==> src/rtl/sap_pkg.sv <==
// Shared SAP-1 definitions: datapath widths, loader state encoding and
// the saturating word counter used by the programming-mode loader.
package sap_pkg;

    localparam int SAP_ADDR_W = 4;
    localparam int SAP_DATA_W = 8;
    localparam int LOAD_CNT_W = 5;

    localparam logic [LOAD_CNT_W-1:0] LOAD_CNT_MAX = '1;

    typedef enum logic [2:0] {
        IDLE,
        DRAIN,
        READY,
        ADDR,
        DATA,
        EXIT
    } loader_state_t;

    // Counter sticks at its maximum instead of wrapping back to zero
    function automatic logic [LOAD_CNT_W-1:0] sat_inc(input logic [LOAD_CNT_W-1:0] value);
        if (value == LOAD_CNT_MAX) begin
            return value;
        end
        return value + LOAD_CNT_W'(1);
    endfunction

endpackage

==> src/rtl/prog_loader.sv <==
// Programming-mode sequencer: parks the controller, owns the bus and
// writes handshaked (address, data) words into RAM via MAR/RAM load cycles.
module prog_loader
    import sap_pkg::*;
#(
    parameter int ADDR_W = SAP_ADDR_W,
    parameter int DATA_W = SAP_DATA_W
) (
    input  logic                    clk,
    input  logic                    rst,
    input  logic                    pr_mode,
    input  logic                    pr_valid,
    output logic                    pr_ready,
    input  logic [ADDR_W-1:0]       pr_address,
    input  logic [DATA_W-1:0]       pr_data,
    input  logic                    cpu_idle,
    output logic                    ctrl_hold,
    output logic                    bus_oe,
    output logic [DATA_W-1:0]       bus_drive,
    output logic                    mar_in,
    output logic                    ram_in,
    output logic                    cpu_restart,
    output logic [(2**ADDR_W)-1:0]  written_mask,
    output logic [LOAD_CNT_W-1:0]   load_count,
    output logic                    busy
);

    loader_state_t          state;
    loader_state_t          next_state;
    logic                   mode_q;
    logic                   mode_rise;
    logic                   accept;
    logic [ADDR_W-1:0]      addr_q;
    logic [DATA_W-1:0]      data_q;

    // mode_q clears on reset, so a request held through reset re-enters
    assign mode_rise = pr_mode && !mode_q;
    assign accept    = pr_valid && pr_ready;

    always_ff @(posedge clk) begin
        if (rst) begin
            state <= IDLE;
        end else begin
            state <= next_state;
        end
    end

    // A dropped request in DRAIN wins over a newly idle controller
    always_comb begin
        next_state = state;
        case (state)
            IDLE: begin
                if (mode_rise) begin
                    next_state = DRAIN;
                end
            end
            DRAIN: begin
                if (!pr_mode) begin
                    next_state = EXIT;
                end else if (cpu_idle) begin
                    next_state = READY;
                end
            end
            READY: begin
                if (accept) begin
                    next_state = ADDR;
                end else if (!pr_mode) begin
                    next_state = EXIT;
                end
            end
            ADDR: begin
                next_state = DATA;
            end
            DATA: begin
                if (pr_mode) begin
                    next_state = READY;
                end else begin
                    next_state = EXIT;
                end
            end
            EXIT: begin
                next_state = IDLE;
            end
            default: begin
                next_state = IDLE;
            end
        endcase
    end

    always_comb begin
        pr_ready    = 1'b0;
        ctrl_hold   = 1'b0;
        bus_oe      = 1'b0;
        bus_drive   = '0;
        mar_in      = 1'b0;
        ram_in      = 1'b0;
        cpu_restart = 1'b0;
        busy        = (state != IDLE);
        case (state)
            DRAIN: begin
                ctrl_hold = 1'b1;
            end
            READY: begin
                ctrl_hold = 1'b1;
                pr_ready  = 1'b1;
            end
            ADDR: begin
                ctrl_hold = 1'b1;
                bus_oe    = 1'b1;
                bus_drive = DATA_W'(addr_q);
                mar_in    = 1'b1;
            end
            DATA: begin
                ctrl_hold = 1'b1;
                bus_oe    = 1'b1;
                bus_drive = data_q;
                ram_in    = 1'b1;
            end
            EXIT: begin
                ctrl_hold   = 1'b1;
                cpu_restart = 1'b1;
            end
            default: begin
                busy = (state != IDLE);
            end
        endcase
    end

    // Session bookkeeping survives EXIT and is cleared only on the next entry
    always_ff @(posedge clk) begin
        if (rst) begin
            mode_q       <= 1'b0;
            addr_q       <= '0;
            data_q       <= '0;
            written_mask <= '0;
            load_count   <= '0;
        end else begin
            mode_q <= pr_mode;
            if (state == IDLE && mode_rise) begin
                written_mask <= '0;
                load_count   <= '0;
            end
            if (accept) begin
                addr_q <= pr_address;
                data_q <= pr_data;
            end
            if (state == DATA) begin
                written_mask[addr_q] <= 1'b1;
                load_count           <= sat_inc(load_count);
            end
        end
    end

endmodule

==> config.mk <==
export PLATFORM = sky130hd
export DESIGN_NAME = prog_loader
export DESIGN_NICKNAME = d
export VERILOG_FILES = /design/src/rtl/sap_pkg.sv /design/src/rtl/prog_loader.sv
export SDC_FILE = /design/constraint.sdc
export NUM_CORES = 1
export LEC_CHECK = 0
export BUFFER_PORTS_ARGS = -buffer_cell sky130_fd_sc_hd__buf_2
export CORE_UTILIZATION = 47
export CTS_CLUSTER_SIZE = 12
export DETAILED_ROUTE_END_ITERATION = 7
export PLACE_DENSITY = 0.78
export SYNTH_ARGS = -nofsm -noshare
export SYNTH_HDL_FRONTEND = slang
export SYNTH_SLANG_ARGS = --single-unit
==> constraint.sdc <==
create_clock -name clk -period 2.4 [get_ports clk]
set_clock_uncertainty 0.15 [all_clocks]
set_input_delay 0.24 -clock clk [delete_from_list [all_inputs] [get_ports clk]]
set_output_delay 0.24 -clock clk [all_outputs]
set_load 0.05 [all_outputs]
# Yosys cells after proc, flatten, opt, wreduce, memory -nomap -nowiden
# Cells that the tools add are included.
[word_totals]
register_bits = 37
wordCells = 57
out_inout_bits = 36
in_bits = 17
[classes]
eq_ne = 10
bitwise = 1
order_cmp = 2
reduce_logical = 12
add_sub_neg = 1
mux = 25
[op_table]
columns = ["operator", "n"]
rows = [
  ["2-to-1 mux 16 bit", 3],
  ["2-to-1 mux 3 bit", 6],
  ["OR 16 bit", 1],
  ["one-hot mux 8 bit (2 select lines)", 1],
  ["2-to-1 mux 5 bit", 3],
  ["one-hot mux 3 bit (5 select lines)", 1],
  ["2-to-1 mux 1 bit", 10],
  ["inequality test 3 bit (second input constant)", 3],
  ["== test 3 x 2 -> 1 bit (second input constant)", 2],
  ["== test 3 bit (second input constant)", 2],
  ["adder 5 x 1 -> 5 bit (second input constant)", 1],
  ["== test 5 bit (second input constant)", 1],
  ["less-than comparator 4 x 5 -> 1 bit (second input constant)", 1],
  ["OR reduction 5 bit", 1],
  ["demux 1 bit (select 4 bit)", 1],
  ["greater-or-equal comparator 4 x 1 -> 1 bit (second input constant)", 1],
  ["logical AND 1 bit", 4],
  ["== test 3 x 1 -> 1 bit (second input constant)", 1],
  ["zero test 3 bit", 1],
  ["AND reduction 3 bit", 1],
  ["nonzero test 3 bit", 1],
  ["inequality test 2 bit (second input constant)", 1],
  ["AND reduction 2 bit", 1],
  ["nonzero test 2 bit", 1],
  ["other kinds (2)", 2],
]

# Depth between registers and ports, before layout
# Gate-level depths: netlist of the first run.
[depth]
depth_word = 7
ltp_mapped = 7
depth_no_buf = 7

# Worst setup path before layout of the first run
# Ideal clock, no wire load.
[synth_timing]
path_kind = "flip-flop to output port"
startpoint = "reg state[0]"
endpoint = "out cpu_restart"
path_stages_with_launch = 4
required_time_ns = 2.010
path_buffers = 1
arrival_ns = 1.823
path_slack_ns = 0.187
path_cell_list = "dfxtp_1 -> buf_4 -> inv_1 -> nor3b_1"
[synth_via]
elab_chain_len = 2
[synth_rtl]
columns = ["element", "line", "text"]
rows = [
  ["from (decl)", "prog_loader.sv:28", "loader_state_t state;"],
  ["from (signal assigned)", "prog_loader.sv:44", "state <= next_state;"],
  ["== test 3 bit", "prog_loader.sv:99", "case (state)"],
  ["2-to-1 mux 1 bit", "prog_loader.sv:99", ""],
  ["to (decl)", "prog_loader.sv:22", "output logic cpu_restart,"],
]
# Every way passes these cells.

# Final worst setup path of the first run
[layout_timing]
startpoint = "reg state[2]"
endpoint = "out bus_drive[3]"
[layout_via]
elab_chain_len = 2
elab_cells_between_ends = 3
cone_classes = "eq/ne (2); mux (1)"
[layout_rtl]
columns = ["element", "line", "text"]
rows = [
  ["== test 3 bit / == test 3 x 2 -> 1 bit (equally long branches)", "prog_loader.sv:99", ""],
  ["one-hot mux 8 bit (2 select lines) *", "prog_loader.sv:99", ""],
  ["to (decl)", "prog_loader.sv:19", "output logic [DATA_W-1:0] bus_drive,"],
]
# Mark *: on every way between the ends. The rest lies on a longest branch, timed or not.

==> results.md, run 1 <==
* Status: completed
* Vias at 1568
* Vias/cell at 5.35
* Clk_lat worst skew at 0.35 ns
* Final Cycle Share at 90.6%
* Power, Total at 1.86 mW
* Post-Route WL at 3.90 mm
* Largest net degree at the start of global routing at 27
* Worst Hold Class: in -> reg
* Area of the die at 0.00380 mm²
* Worst slew margin at 66.2%
* H-tree levels at 2
* Internal power at 1.07 mW
* Die Span X at 61.6 µm
* Critical-path top delay cell: dfxtp_1
* EDFF count, synth at 0
* Worst Path Buf+Inv at 1
* Count of pins over their slew limit at 0
* Longest Clk Path Bufs at 2
* Part of the power in registers at 41.0%
* Asr flop ratio synth at 0%
* CORE AREA at 0.00336 mm²
* Synthesized area at 0.00167 mm²
* Number of global-route vias before repair at 1323
* Final WS setup at 0.226 ns
* Top FF cell, synth: dfxtp_1
* First-pass GRT wire length at 6.09 mm
* Synth warnings at 0
* Final min period at 2.17 ns
* Max Fclk at 0.460 GHz
* Clock net sink count at 37
* Iter 0 DRT Violations at 47
* WL per Instance at 13.3 µm
* Sw Share at 42.7%
* Row count at 21
* Routability-driven placement congestion ratio at 0.790
* CTS Buf Count at 5
* Final Hold Violating Endpoints at 0
* Total global-route track usage at 22.4%
* Synthesized flop and latch total at 37
* Crit path kind: reg -> out
* Placed Instance Area at 0.00196 mm²
* Unique cell type count in the Yosys netlist at 42
* Final instance area at 0.00216 mm²
* Number of routed nets with antenna violations at 0
* Post-synthesis sequential area ratio at 44.3%
* Final nets at 265
* CP top delay family: flip-flops
* Synth Instances at 182
* Crit path required time at 2.01 ns
* Worst-Margin Slew at 0.506 ns
* Worst setup SP type: flip-flop
* Area of the multi-input gates at 866 µm²
* Most frequent cells in the layout: buf_2, dfxtp_1, nand2_1
* Die Height at 61.6 µm
* Fin Setup TNS at 0 ns
* Clk pwr share at 21.2%
* Fill cells at 306
* Top post-synthesis cells by area: dfxtp_1, a22o_1, nand2_1
* # setup viols final at 0
* Clock transition at the registers of the reported paths at 0.11 ns
* PortBufs at 52
* Critical Path Fanout Max at 11
* Reg area at 743 µm²
* CP endpoint kind: output pin
* DRC at 0
* Total grt overflow at 0
* Place WS at 0.411 ns
* Max cap viols at 0
* Syn avg cell area at 9.18 µm²
* CP cell instances: nor3b_4, a22o_1, buf_2
* Post-CTS Setup Bufs at 0
* P per Cell Area at 861 mW/mm²
* Commonest non-fill, non-tap cell in the layout: buf_2
* Leakage at 0.937 nW
* Synth-to-Final Area Change at 29.4%
* Initial Utilization at 49.7%
* Worst EP arrival at 1.78 ns
* Io pins at 53
* Yosys top cell area share at 44.3%
* NetSw at 795 µW
* CP max stage delay at 0.51 ns
* Worst vdd ir at 0.000529 V
* Final hold slack at 0.141 ns
* RSZ-0062 raised after global routing: no
* Root Driver: clkbuf_4
* Area leader, netlist: dfxtp_1
* Combinational Power Share at 37.8%
* Diode count at 0
* CTS tree: yes
* Post-Syn Nets at 201
* Fraction of layout cells with a size suffix above 1 at 32.8%
* Initial antenna violation count at 0
* DPL Wire Length at 2.70 mm
* Drt pass-1 iters at 4
## power groups by stage
stage | clock network [mW] | logic, mW | registers (mW)
after global placement | 0 | 0.663 | 0.762
after detailed placement | 0 | 0.677 | 0.767
after floorplan | 0 | 0.568 | 0.730
final | 0.394 | 0.703 | 0.764
after global routing | 0.426 | 0.752 | 0.776
after CTS | 0.400 | 0.697 | 0.753
## worst paths after layout
kind / start / to / slack, ns / cells past startpoint
worst max-delay path: state[2]$_SDFFE_PP0P_ / bus_drive[3] / 0.23 / 3
worst min-delay path: pr_mode / state[0]$_SDFFE_PP0P_ / 0.14 / 4
worst max register to register: load_count[0]$_SDFFE_PP0P_ / load_count[3]$_SDFFE_PP0P_ / 0.39 / 7
worst min register to register: data_q[0]$_SDFFE_PP0P_ / data_q[0]$_SDFFE_PP0P_ / 0.31 / 2
## sequential cells by signal (all words and copies together), names as in the netlist
name          cells
mode_q            1
load_count        5
state             3
data_q            8
addr_q            4
written_mask     16
## cells by family after synthesis
group | count (synthesis) | synth area share (%)
mux | 3 | 1.87
simple gates | 74 | 24.6
compound gates | 51 | 23.5
flops | 37 | 44.3
fa+ha+maj | 2 | 1.50
buf+inv | 15 | 4.19
## worst register-to-register path, stage by stage, from the launching register on
cell and delay, ns:
dfxtp_1 0.37, ha_1 0.23, and3_1 0.19, ha_1 0.19, nor2b_1 0.21, o21ai_2 0.12, or3_1 0.35, a21boi_1 0.14
## metrics by stage
| step | util, % | instances |
|---|---|---|
| floorplan | - | 182 |
| global placement | 58.3 | 273 |
| detailed placement | 58.3 | 273 |
| CTS | 64.0 | 293 |
| global route | 64.3 | 293 |
| finish | 64.3 | 293 |
## cells in the mapped netlist, types with 3 or more instances
| library cell | count |
|---|---|
| dfxtp_1 | 37 |
| nand2_1 | 31 |
| a21oi_1 | 17 |
| a22o_1 | 16 |
| buf_2 | 8 |
| nor2_1 | 7 |
| inv_1 | 5 |
| nor3_1 | 5 |
| a32o_1 | 4 |
| and2_1 | 4 |
| nor3b_2 | 4 |
| nand2b_1 | 3 |
| nand3_1 | 3 |
| o21ai_0 | 3 |
## routing by layer
metal / vias up / part of all wire (%) / GRT usage (%)
met2: 45 / 50 / 37.6
met5: - / 0 / 0
met4: 0 / 1.6 / 8.25
met3: 8 / 4.7 / 7.77
li1: 777 / - / -
met1: 738 / 44 / 26.4
## cell type report
cell class,instances,share of cell area [%]
tap,46,2.66
clock buffer,7,3.01
multi-input combinational,130,40.0
clock inverter,1,0.405
timing repair buffer,67,18.6
sequential,37,34.4
inverter,5,0.868
## repair_timing
item	in CTS	in global routing
endpoints found under the setup margin	0	9
hold buffers	12	0
hold endpoints to repair	12	0
resized for setup	0	3
(Power assumes the default switching activity.)
==> run 2: changes to the inputs <==
CORE_UTILIZATION = 26   (was 47)
PLACE_DENSITY = 0.49   (was 0.78)
==> run 2 against run 1 <==
Sequential power decreased by 3.0%. Critical path type unchanged. Sequential cell count unchanged. Highest routed layer unchanged. Clock-buffer cell count decreased by 1.
==> results.md, run 2 (synthesized netlist as in run 1, its figures left out) <==
* Fin Setup TNS at 0 ns (unchanged)
* Longest Clk Path Bufs at 2 (unchanged)
* Post-CTS Setup Bufs at 0 (unchanged)
* Wl on met1 at 2.01 mm (+17%)
* Final Cycle Share at 90.3% (-0.29 points)
* WL per Instance at 13.4 µm (+0.25%)
* Number of routed nets with antenna violations at 0 (unchanged)
* Place WS at 0.448 ns (+0.0369 ns)
* CTS Buf Count at 5 (unchanged)
* CTS tree: yes
* Initial Utilization at 27.6% (-22 points)
* Iter 0 DRT Violations at 83 (+77%)
* Final hold slack at 0.0391 ns (-0.102 ns)
* DPL Wire Length at 2.95 mm (+9.4%)
* Worst Hold Class: in -> reg
* Io pins at 53 (unchanged)
* Largest net degree at the start of global routing at 27 (unchanged)
* Worst EP arrival at 1.78 ns (about the same)
* Final instance area at 0.00209 mm² (-3.5%)
* RSZ-0062 raised after global routing: no
* First-pass GRT wire length at 6.71 mm (+10%)
* Die Height at 82.2 µm (+33%)
* Final WS setup at 0.233 ns (+0.00694 ns)
* Final nets at 254 (-4.2%)
* Worst setup SP type: flip-flop
* Most frequent cells in the layout: buf_2, dfxtp_1, nand2_1
* DRC at 0 (unchanged)
* Diode count at 0 (unchanged)
* Fill cells at 617 (+100%)
* Max cap viols at 0 (unchanged)
* # setup viols final at 0 (unchanged)
* Row count at 28 (+33%)
* H-tree levels at 2 (unchanged)
* Area of the die at 0.00675 mm² (+78%)
* Vias at 1489 (-5.0%)
* Clock net sink count at 37 (unchanged)
* Hold_buf cts at 0 (-12)
* Biggest regs: written_mask: 16 flops, data_q: 8 flops, load_count: 5 flops
* Crit path required time at 2.01 ns (about the same)
* Hold Path Depth at 3 (-1)
* FF-to-FF path depth at 7 (unchanged)
* CP endpoint kind: output pin
* Resized Gates After CTS at 0 (unchanged)
* PortBufs at 52 (unchanged)
* Total global-route track usage at 13.1% (-9.3 points)
* Crit path kind: reg -> out
* Wire length on met2 at 1.86 mm (-3.6%)
* Die Span X at 82.2 µm (+33%)
* Worst vdd ir at 0.000360 V (-32%)
* Status: completed
* Final min period at 2.17 ns (-0.00694 ns)
* Clock transition at the registers of the reported paths at 0.07 ns (-0.04 ns)
* Number of global-route vias before repair at 1405 (+6.2%)
* Reg with most FFs: written_mask
* Root Driver: clkbuf_8
* Final Hold Violating Endpoints at 0 (unchanged)
* Met3 WL at 263 µm (+42%)
* Max reg flops at 16 (unchanged)
* Total grt overflow at 0 (unchanged)
* Commonest non-fill, non-tap cell in the layout: buf_2
* Leakage at 0.895 nW (-4.5%)
* Fraction of layout cells with a size suffix above 1 at 33.5% (+0.68 points)
* Clk_lat worst skew at 0.28 ns (-0.07 ns)
* Synth-to-Final Area Change at 24.9%
* P per Cell Area at 891 mW/mm² (+3.6%)
* DR top layer: met4
* Drt pass-1 iters at 4 (unchanged)
* Post-Route WL at 4.15 mm (+6.4%)
* CORE AREA at 0.00606 mm² (+80%)
* Count of pins over their slew limit at 0 (unchanged)
* Worst slew margin at 49.6% (-17 points)
* Routability-driven placement congestion ratio at 0.734 (-7.1%)
* Initial antenna violation count at 0 (unchanged)
* Max Fclk at 0.461 GHz (+0.32%)
* Worst-Margin Slew at 0.754 ns (+0.247 ns)
* Critical Path Fanout Max at 13 (+2)
* Vias/cell at 4.79 (-11%)
* Placed Instance Area at 0.00200 mm² (+2.2%)
## run 2: cell count changes in the layout (fill, tap and decap cells not counted)
cell / change
clkbuf_1: +1
nor3b_2: +1
buf_4: +1
nor3b_4: -1
inv_6: -1
dfxtp_2: -2
clkbuf_8: +3
dfxtp_1: +2
dlygate4sd3_1: -12
clkbuf_4: -5
clkinv_2: +2
## run 2: metal layers
| layer | up-vias | global-route usage [%] |
|---|---|---|
| met3 | 2 | 4.18 |
| met2 | 40 | 20.2 |
| met5 | - | 0 |
| li1 | 753 | - |
| met4 | 0 | 4.21 |
| met1 | 694 | 17.3 |
## run 2: final cells by class
class / instances / area [µm²] / area share (%)
clock buffer: 6 / 72.6 / 3.48
sequential: 37 / 741 / 35.5
tap: 75 / 93.8 / 4.50
timing repair buffer: 56 / 290 / 13.9
clock inverter: 2 / 10.0 / 0.480
inverter: 5 / 18.8 / 0.900
multi-input combinational: 130 / 860 / 41.2
## run 2: metrics by stage
stage	total power, mW	util (%)	std cells
CTS	1.88	34.4	311
global placement	1.46	33.1	303
global route	1.98	34.4	311
floorplan	1.30	-	182
finish	1.86	34.4	311
detailed placement	1.46	33.1	303
## run 2: report_power, final
group | switching [mW] | internal [mW]
combinational | 0.479 | 0.226
clock | 0.212 | 0.201
sequential | 0.0822 | 0.658
total | 0.774 | 1.09
## run 2: worst paths after layout
path / slack, ns / endpoint / from
setup / recovery: 0.23 / bus_drive[2] / state[0]$_SDFFE_PP0P_
hold / removal: 0.04 / data_q[4]$_SDFFE_PP0P_ / pr_data[4]
setup reg to reg: 0.43 / load_count[3]$_SDFFE_PP0P_ / load_count[0]$_SDFFE_PP0P_
hold reg to reg: 0.31 / data_q[5]$_SDFFE_PP0P_ / data_q[5]$_SDFFE_PP0P_
## run 2: critical path: stages (launching register included)
cell	delay [ns]
dfxtp_1	0.63
inv_1	0.13
nor2_2	0.28
a22o_1	0.19
buf_2	0.26
